File: config.mk
export PLATFORM = sky130hd
export DESIGN_NAME = multicycle_ctrl
export DESIGN_NICKNAME = d
export VERILOG_FILES = /design/src/rtl/ctrl_pkg.sv /design/src/rtl/ctrl_decode.sv /design/src/rtl/multicycle_ctrl.sv
export SDC_FILE = /design/constraint.sdc
export NUM_CORES = 1
export LEC_CHECK = 0
export ABC_AREA = 1
export CELL_PAD_IN_SITES_DETAIL_PLACEMENT = 0
export CELL_PAD_IN_SITES_GLOBAL_PLACEMENT = 1
export CORE_ASPECT_RATIO = 1.1
export CORE_MARGIN = 8
export CORE_UTILIZATION = 33
export CTS_BUF_LIST = sky130_fd_sc_hd__clkbuf_8
export DETAILED_ROUTE_END_ITERATION = 8
export GPL_TIMING_DRIVEN = 0
export PLACE_DENSITY = 0.86
export SYNTH_ARGS = -nofsm -noshare
export SYNTH_HDL_FRONTEND = slang
export SYNTH_SLANG_ARGS = --single-unit
File: constraint.sdc
create_clock -name clock -period 2.6 [get_ports clock]
set_input_delay 0.52 -clock clock [delete_from_list [all_inputs] [get_ports clock]]
set_output_delay 0.52 -clock clock [all_outputs]
set_load 0.005 [all_outputs]
File: src/rtl/ctrl_pkg.sv
// Shared types for the multicycle control unit: FSM states, instruction classes,
// ALU operation codes and the packed datapath control word.
package ctrl_pkg;

    typedef enum logic [2:0] {
        ST_FETCH  = 3'd0,
        ST_DECODE = 3'd1,
        ST_EXEC   = 3'd2,
        ST_MEM    = 3'd3,
        ST_WB     = 3'd4,
        ST_HALT   = 3'd5,
        ST_ERR    = 3'd6
    } state_t;

    typedef enum logic [2:0] {
        CLS_SET,
        CLS_LW,
        CLS_SW,
        CLS_BEQ,
        CLS_ADD,
        CLS_SUBI,
        CLS_J,
        CLS_HALT
    } cls_t;

    localparam int unsigned ALU_ADD = 0;
    localparam int unsigned ALU_SUB = 1;

    typedef struct packed {
        logic       reg_fonte;
        logic       esc_reg;
        logic [1:0] reg_ordem1;
        logic       reg_ordem2;
        logic [1:0] reg_ordem3;
        logic [1:0] ext_sinal;
        logic       pc_ou_salto;
        logic       salto_geral;
        logic       branch;
        logic       ula_fonte1;
        logic [1:0] ula_fonte2;
        logic       alu_sub;
    } ctrl_word_t;

    localparam int unsigned CW_W = $bits(ctrl_word_t);

    // Only the four class bits of the opcode are ever passed in.
    function automatic cls_t decode_class(input logic [3:0] op);
        cls_t c;
        casez (op)
            4'b111?: c = CLS_SET;
            4'b110?: c = CLS_J;
            4'b10??: c = CLS_LW;
            4'b01??: c = CLS_SW;
            4'b0000: c = CLS_BEQ;
            4'b0001: c = CLS_ADD;
            4'b0010: c = CLS_SUBI;
            default: c = CLS_HALT;
        endcase
        return c;
    endfunction

endpackage

File: src/rtl/ctrl_decode.sv
// Combinational instruction-class decoder: class bits -> class and datapath control word.
module ctrl_decode
    import ctrl_pkg::*;
(
    input  logic [3:0]      op,
    output logic [2:0]      cls,
    output logic [CW_W-1:0] cw
);

    cls_t       c;
    ctrl_word_t w;

    // Field order: RegFonte EscReg RO1 RO2 RO3 Ext PCouSalto SaltoGer Branch UF1 UF2 sub
    always_comb begin
        c = decode_class(op);
        w = '0;
        case (c)
            CLS_SET:  w = {1'b1, 1'b1, 2'b00, 1'b0, 2'b10, 2'b00, 1'b1, 1'b0, 1'b0, 1'b0, 2'b01, 1'b0};
            CLS_LW:   w = {1'b0, 1'b1, 2'b01, 1'b0, 2'b01, 2'b10, 1'b1, 1'b0, 1'b0, 1'b1, 2'b10, 1'b0};
            CLS_SW:   w = {1'b0, 1'b0, 2'b01, 1'b0, 2'b01, 2'b10, 1'b1, 1'b0, 1'b0, 1'b1, 2'b10, 1'b0};
            CLS_BEQ:  w = {1'b0, 1'b0, 2'b00, 1'b1, 2'b00, 2'b00, 1'b0, 1'b1, 1'b1, 1'b0, 2'b10, 1'b1};
            CLS_ADD:  w = {1'b1, 1'b1, 2'b00, 1'b1, 2'b00, 2'b00, 1'b1, 1'b0, 1'b0, 1'b0, 2'b10, 1'b0};
            CLS_SUBI: w = {1'b1, 1'b1, 2'b10, 1'b0, 2'b11, 2'b10, 1'b1, 1'b0, 1'b0, 1'b1, 2'b10, 1'b1};
            CLS_J:    w = {1'b0, 1'b0, 2'b00, 1'b0, 2'b00, 2'b01, 1'b0, 1'b1, 1'b0, 1'b0, 2'b00, 1'b0};
            default:  w = '0;
        endcase
        cls = c;
        cw  = w;
    end

endmodule

File: src/rtl/multicycle_ctrl.sv
// Multicycle control unit: FETCH/DECODE/EXEC/MEM/WB sequencer with memory-ready
// timeout, pipeline hold, latched HALT and sticky error state.
module multicycle_ctrl
    import ctrl_pkg::*;
#(
    parameter int unsigned OPCODE_W    = 4,
    parameter int unsigned ALUOP_W     = 2,
    parameter int unsigned MEM_TIMEOUT = 15
) (
    input  logic                clock,
    input  logic                Reset,
    input  logic [OPCODE_W-1:0] opcode,
    input  logic                zero,
    input  logic                mem_ready,
    input  logic                hold,
    output logic                IREsc,
    output logic                PCEsc,
    output logic                MemRead,
    output logic                MemWrite,
    output logic                EscReg,
    output logic                RegFonte,
    output logic                RegOrdem2,
    output logic                PCouSalto,
    output logic                SaltoGeral,
    output logic                Branch,
    output logic                UlaFonte1,
    output logic [1:0]          RegOrdem1,
    output logic [1:0]          RegOrdem3,
    output logic [1:0]          ExtensorSinal,
    output logic [1:0]          UlaFonte2,
    output logic [ALUOP_W-1:0]  CtrlUla,
    output logic                halted,
    output logic                mem_err,
    output logic [2:0]          state_o
);

    localparam int unsigned TO_W = $clog2(MEM_TIMEOUT + 1);

    state_t          state, state_n;
    logic [3:0]      op_q, op_n;
    logic [TO_W-1:0] cnt, cnt_n;
    logic            mem_err_q, mem_err_n;
    logic [3:0]      cls_bits;
    logic [2:0]      cls_raw;
    logic [CW_W-1:0] cw_raw;
    cls_t            cls;
    ctrl_word_t      cw;
    logic            timeout;

    // DECODE works from the live IR; later states use the class latched on leaving DECODE.
    assign cls_bits = (state == ST_DECODE) ? opcode[OPCODE_W-1 -: 4] : op_q;

    ctrl_decode u_decode (
        .op  (cls_bits),
        .cls (cls_raw),
        .cw  (cw_raw)
    );

    assign cls     = cls_t'(cls_raw);
    assign cw      = ctrl_word_t'(cw_raw);
    assign timeout = (cnt == TO_W'(MEM_TIMEOUT - 1));

    always_ff @(posedge clock or posedge Reset) begin
        if (Reset) begin
            state     <= ST_FETCH;
            op_q      <= '0;
            cnt       <= '0;
            mem_err_q <= 1'b0;
        end else begin
            state     <= state_n;
            op_q      <= op_n;
            cnt       <= cnt_n;
            mem_err_q <= mem_err_n;
        end
    end

    always_comb begin
        state_n   = state;
        op_n      = op_q;
        cnt_n     = cnt;
        mem_err_n = mem_err_q;
        if (!hold) begin
            case (state)
                ST_FETCH, ST_MEM: begin
                    // mem_ready in the final allowed cycle still completes the access
                    if (mem_ready) begin
                        cnt_n = '0;
                        if (state == ST_FETCH)
                            state_n = ST_DECODE;
                        else if (cls == CLS_LW)
                            state_n = ST_WB;
                        else
                            state_n = ST_FETCH;
                    end else if (timeout) begin
                        cnt_n     = '0;
                        state_n   = ST_ERR;
                        mem_err_n = 1'b1;
                    end else begin
                        cnt_n = cnt + 1'b1;
                    end
                end
                ST_DECODE: begin
                    op_n    = cls_bits;
                    state_n = (cls == CLS_HALT) ? ST_HALT : ST_EXEC;
                end
                ST_EXEC: begin
                    case (cls)
                        CLS_LW, CLS_SW: state_n = ST_MEM;
                        CLS_BEQ, CLS_J: state_n = ST_FETCH;
                        CLS_HALT:       state_n = ST_HALT;
                        default:        state_n = ST_WB;
                    endcase
                end
                ST_WB:   state_n = ST_FETCH;
                default: state_n = state;
            endcase
        end
    end

    always_comb begin
        IREsc         = 1'b0;
        PCEsc         = 1'b0;
        MemRead       = 1'b0;
        MemWrite      = 1'b0;
        EscReg        = 1'b0;
        RegFonte      = 1'b0;
        RegOrdem2     = 1'b0;
        PCouSalto     = 1'b0;
        SaltoGeral    = 1'b0;
        Branch        = 1'b0;
        UlaFonte1     = 1'b0;
        RegOrdem1     = '0;
        RegOrdem3     = '0;
        ExtensorSinal = '0;
        UlaFonte2     = '0;
        CtrlUla       = '0;
        halted        = 1'b0;
        mem_err       = 1'b0;
        state_o       = '0;
        if (!Reset) begin
            if (state inside {ST_DECODE, ST_EXEC, ST_MEM, ST_WB}) begin
                RegFonte      = cw.reg_fonte;
                RegOrdem1     = cw.reg_ordem1;
                RegOrdem2     = cw.reg_ordem2;
                RegOrdem3     = cw.reg_ordem3;
                ExtensorSinal = cw.ext_sinal;
                PCouSalto     = cw.pc_ou_salto;
                SaltoGeral    = cw.salto_geral;
                Branch        = cw.branch;
                UlaFonte1     = cw.ula_fonte1;
                UlaFonte2     = cw.ula_fonte2;
                CtrlUla       = cw.alu_sub ? ALUOP_W'(ALU_SUB) : ALUOP_W'(ALU_ADD);
            end
            if (state == ST_FETCH)
                PCouSalto = 1'b1;
            if (!hold) begin
                case (state)
                    ST_FETCH: begin
                        MemRead = 1'b1;
                        IREsc   = mem_ready;
                        PCEsc   = mem_ready;
                    end
                    ST_EXEC:  PCEsc    = (cls == CLS_J) || ((cls == CLS_BEQ) && zero);
                    ST_MEM: begin
                        MemRead  = (cls == CLS_LW);
                        MemWrite = (cls == CLS_SW);
                    end
                    ST_WB:    EscReg   = cw.esc_reg;
                    default:  ;
                endcase
            end
            halted  = (state == ST_HALT);
            mem_err = mem_err_q;
            state_o = state;
        end
    end

endmodule
# ---- Word level (Yosys, flattened, before mapping)
# Index checks and enable logic that the tools add are counted.
# Widths: inputs -> output; s select.
dict set report word_totals {
  regBits 12
  in_bits 9
  out_inout_bits 26
  wordCells 95
}
dict set report op_classes {
  addsub 1
  eq_ne 20
  mux 54
  bitwise_logic 2
  n_reduce_logical 14
}
# operator n
set op_table {}
lappend op_table {{$pmux 16 s7} 1}
lappend op_table {{$mux 1} 31}
lappend op_table {{$eq 3x3->1 const B} 8}
lappend op_table {{$pmux 3 s7} 1}
lappend op_table {{$mux 3} 6}
lappend op_table {{$mux 2} 8}
lappend op_table {{$eq 3x2->1 const B} 4}
lappend op_table {{$mux 4} 3}
lappend op_table {{$pmux 3 s4} 1}
lappend op_table {{$pmux 3 s3} 1}
lappend op_table {{$reduce_bool 4->1} 2}
lappend op_table {{$eq 3x1->1 const B} 2}
lappend op_table {{$logic_not 3->1} 2}
lappend op_table {{$reduce_or 2->1} 3}
lappend op_table {{$add 4x1->4 const B} 1}
lappend op_table {{$eq 4x1->1 const B} 1}
lappend op_table {{$eq 4x2->1 const B} 1}
lappend op_table {{$eq 4x4->1 const B} 1}
lappend op_table {{$logic_not 4->1} 1}
lappend op_table {{$pmux 1 s2} 2}
lappend op_table {{$reduce_and 2->1} 2}
lappend op_table {{$reduce_and 4->1} 1}
lappend op_table {{$ne 3x3->1 const B} 1}
lappend op_table {{$reduce_and 3->1} 1}
lappend op_table {{other kinds (5)} 6}

# ---- Logic depth before layout (Yosys ltp)
dict set report depth {
  ltp_word 10
  mapped_depth 12
  ltp_nobuf 12
}

# ---- Hierarchy
# A second synthesis with hierarchy kept.
dict set report hier_totals {
  hier_cells 206
  hier_area_um2 1227.4
}
# module instances cells_each area_each_um2
set by_module_without_submodules {}
lappend by_module_without_submodules {multicycle_ctrl 1 169 1046.0}
lappend by_module_without_submodules {ctrl_decode 1 37 181.4}

# ---- Worst setup path before layout
# No wires, ideal clock.
dict set report synth_timing {
  path_type {flip-flop to output port}
  start {register state[2]}
  end {output port ExtensorSinal[1]}
  arrival_time_ns 1.654
  t_required_ns 2.080
  path_slack_ns 0.426
  stages_incl_launch_ff 10
  path_buffers 2
  cell_sequence {dfrtp_1 inv_4 nand3_4 buf_12 o21ai_4 nand2_4 nor3_4 nand2_2 o21ai_1 buf_4}
}
dict set report synth_between {
  elab_chain_cells 8
}
# element line
set synth_lines {}
lappend synth_lines {{start: declaration} multicycle_ctrl.sv:39} ;# state_t state, state_n;
lappend synth_lines {{start signal: assignment} multicycle_ctrl.sv:70} ;# state <= state_n;
lappend synth_lines {{$eq 3x1->1} {multicycle_ctrl.sv:51, multicycle_ctrl.sv:141}}
lappend synth_lines {{$mux 4} multicycle_ctrl.sv:51} ;# assign cls_bits = (state == ST_DECODE) ? opcode[OPCODE_W-1 -: 4] : op_q;
lappend synth_lines {{$eq 4x2->1, or another cell as far along} ctrl_pkg.sv:49} ;# casez (op)
lappend synth_lines {{$pmux 3 s7} ctrl_pkg.sv:49}
lappend synth_lines {{$eq 3x3->1, or another cell as far along} ctrl_decode.sv:17} ;# case (c)
lappend synth_lines {{$pmux 16 s7} ctrl_decode.sv:17}
lappend synth_lines {{$mux 2 (*)} multicycle_ctrl.sv:141} ;# if (state inside {ST_DECODE, ST_EXEC, ST_MEM, ST_WB}) begin
lappend synth_lines {{$mux 2 (*)} multicycle_ctrl.sv:140} ;# if (!Reset) begin
lappend synth_lines {{end: declaration} multicycle_ctrl.sv:29} ;# output logic [1:0] ExtensorSinal,
# Mark *: on every way between the ends. The rest lies on a longest branch, timed or not.

# ---- Final worst setup path
dict set report layout_timing {
  start {register state[1]}
  end {output port SaltoGeral}
}
dict set report layout_between {
  elab_chain_cells 8
}
# element line
set layout_lines {}
lappend layout_lines {{$eq 3x1->1} {multicycle_ctrl.sv:51, multicycle_ctrl.sv:141}}
lappend layout_lines {{$mux 4} multicycle_ctrl.sv:51}
lappend layout_lines {{$eq 4x2->1, or another cell as far along} ctrl_pkg.sv:49}
lappend layout_lines {{$pmux 3 s7} ctrl_pkg.sv:49}
lappend layout_lines {{$eq 3x3->1, or another cell as far along} ctrl_decode.sv:17}
lappend layout_lines {{$pmux 16 s7} ctrl_decode.sv:17}
lappend layout_lines {{$mux 1 (*)} multicycle_ctrl.sv:141}
lappend layout_lines {{$mux 1 (*)} multicycle_ctrl.sv:140}
lappend layout_lines {{end: declaration} multicycle_ctrl.sv:24} ;# output logic SaltoGeral,
# Marks and branches as above.

==> results.cfg <==
[synthesis]
synth.avg_cell_area_um2 = 6.34
yosys_warnings = 0
ys_seq_elements = 12
synth_sequential_area_ratio_pct = 24.7
syn_nets = 203
synth_cells = 192
netlist_area_mm2 = 0.00122
synth.distinct_cells = 28

[timing]
slew_violations = 0
tns_ns = 0
setup_viol = 0
rsz0062_at_grt = yes
final.setup_skew_ns = 0.00429
holdWs_ns = 0.405
hold_violations = 0
worst_slack_ns = 0.00335
finalCritPeriodShare_pct = 99.9
fmax_mhz = 385
fin_crit_ns = 2.60

[clocking]
root_buffer = clkbuf_8
clock-sinks = 12
htreeDepth = 1
cts_tree = built
clock_path_buffers = 2
worstSkewPairLatency_ns = 0.24
numCtsBuffers = 3
clk_pin_slew_ns = 0.05

[power_and_ir_drop]
p_switching_w = 0.00121
power.density_mw_per_mm2 = 1300
p_int_w = 0.00128
power_leakage_nw = 1.04
p_seq_share_pct = 14.5
pwr-share-comb_pct = 77.3
peakVddDrop_mv = 0.611
clockPowerShare_pct = 8.2
switching_share_pct = 48.6

[routing]
post-route-drc-count = 0
post_drt_via_cell_ratio = 4.47
wirelength_mm = 3.79
drtAntennaViolNets = 0
first_iter_violations = 60
wl_per_cell_um = 12.5
num_vias = 1350
drtPass1Iterations = 4

[outcome]
status = complete, no violations

[die]
core_region_area_mm2 = 0.00360
io_pins = 35
dieHeight_um = 79.7
rows = 23
start_util_pct = 33.8
die_area_mm2 = 0.00589
die_x_um = 73.9

[global_routing]
track_usage_pct = 12.8
overflow = 0
grt_pass1_wl_mm = 6.11
grt_pass1_vias = 1345
grt_max_degree = 13
antenna_found_initial = 0

[placed_design]
pre_cts_ws_ns = -0.382
dpl.hpwl_mm = 2.77
dpl_cell_area_mm2 = 0.00160
portBuffers = 32
place_congestion = 0.848

[worst_setup_path]
path_class = flip-flop to output port
crit_path_end_kind = output port
required_ns = 2.08
crit_arrival_ns = 2.08
crit_path_start_kind = flip-flop
critical_path.max_fanout = 5

[layout]
final_area_mm2 = 0.00192
diodes = 0
fillers = 369
drive_gt1_share_pct = 34.1
layout_commonest_cell = nand2_1
nets = 264
layout_common_cells = nand2_1 (49), inv_1 (22), buf_4 (20), nor2_1 (19), nand2_2 (17)
area_delta_synth_final_pct = 58.0

[hold_path]
hold_path.class = primary input to asynchronous set/reset pin

[flow_run]
max_cap_viol_count = 0
==> synth_stat cells <==
cell	count	area share, %
a21oi_1	5	2.1
nor2_4	2	1.8
ha_1	2	2.1
conb_1	1	0.31
o21ai_1	3	1.2
inv_1	24	7.4
nand3_1	13	5.3
nor3_4	1	1.3
nor2_1	24	7.4
nor3b_1	2	1.2
inv_4	2	1.0
o21ai_0	10	4.1
o21ai_4	1	1.3
buf_4	3	1.8
nand2_4	4	3.7
nor2_2	2	1.0
nor3_2	1	0.82
nand2_1	54	17
or2_1	1	0.51
buf_2	1	0.41
o31ai_1	1	0.62
nand3_4	1	1.4
inv_2	1	0.31
buf_12	1	1.6
nand2_2	13	6.7
nand4_1	1	0.51
nor3_1	6	2.5
dfrtp_1	12	25
==> through the flow <==
| step | cells | utilization, % | total power [W] |
|---|---|---|---|
| 2_1_floorplan | 192 | - | 0.00135 |
| 3_3_place_gp | 274 | 44.5 | 0.00180 |
| 3_5_place_dp | 274 | 44.5 | 0.00181 |
| 4_1_cts | 297 | 51.1 | 0.00230 |
| 5_1_grt | 302 | 53.5 | 0.00270 |
| 6_report | 302 | 53.5 | 0.00249 |
==> state kept, by name, summed over array words and instances, names as in the netlist <==
name / cells
state: 3
op_q: 4
mem_err_q: 1
cnt: 4
==> power by group through the flow <==
stage / registers [W] / logic, W / clock network, W
floorplan: 0.000339 / 0.00101 / 0
global placement: 0.000359 / 0.00144 / 0
detailed placement: 0.000360 / 0.00145 / 0
CTS: 0.000358 / 0.00173 / 0.000210
global route: 0.000374 / 0.00211 / 0.000217
finish: 0.000362 / 0.00193 / 0.000204
==> routing by layer <==
layer	track usage (%)	share of wire, %	vias to the layer above
li1	-	-	720
met1	15.5	44	594
met2	21.3	48	32
met5	0	0	-
met3	3.64	7.3	4
met4	3.20	0.84	0
==> critical path, cell delays in order (launching register included) <==
cell and delay (ns):
dfrtp_2 0.45, inv_4 0.09, nand3_4 0.09, buf_12 0.16
o21ai_4 0.17, buf_4 0.14, buf_6 0.11, nor2_4 0.04
nand2_2 0.07, nor2_2 0.05, or2_1 0.21, dlygate4sd2_1 0.26
==> final cells by class <==
class | count | area, um2 | area share (%)
Multi-Input combinational cell | 148 | 833 | 43.3
Tap cell | 50 | 62.6 | 3.25
Buffer | 5 | 55.1 | 2.86
Inverter | 27 | 109 | 5.66
Timing Repair Buffer | 56 | 504 | 26.2
Sequential cell | 12 | 304 | 15.8
Clock buffer | 4 | 55.1 | 2.86
==> cells by family (layout without fill, tap and decap cells) <==
family | Yosys count | after routing | share of synthesized area, %
other | 1 | 1 | 0.308
adder cells (fa/ha/maj) | 2 | 2 | 2.06
flip-flops | 12 | 12 | 24.7
AO/OA/AOI/OAI | 20 | 20 | 9.35
AND/OR/NAND/NOR | 125 | 125 | 51.0
buffers and inverters | 32 | 92 | 12.6
==> path summary, 6_finish.rpt <==
kind                                            start                    end  slack, ns  cells past startpoint
worst max-delay path             state[1]$_DFFE_PP0P_             SaltoGeral      0.003                     11
worst min-delay path                            Reset     cnt[3]$_DFFE_PP0P_       0.41                      2
worst max register to register   state[1]$_DFFE_PP0P_   state[1]$_DFFE_PP0P_       0.92                     11
worst min register to register  mem_err_q$_DFFE_PP0P_  mem_err_q$_DFFE_PP0P_       0.45                      2
max in group asynchronous                       Reset   state[2]$_DFFE_PP0P_       1.83                      2
min in group clock              mem_err_q$_DFFE_PP0P_  mem_err_q$_DFFE_PP0P_       0.45                      2
==> timing repair <==
action	4_1_cts	5_1_grt
gates cloned	0	1
setup endpoints to repair	19	11
gates resized for setup	42	26
pin swaps	10	6
hold buffers	0	0
setup buffers	19	4
No activity file was read; power rests on OpenSTA's default activity.
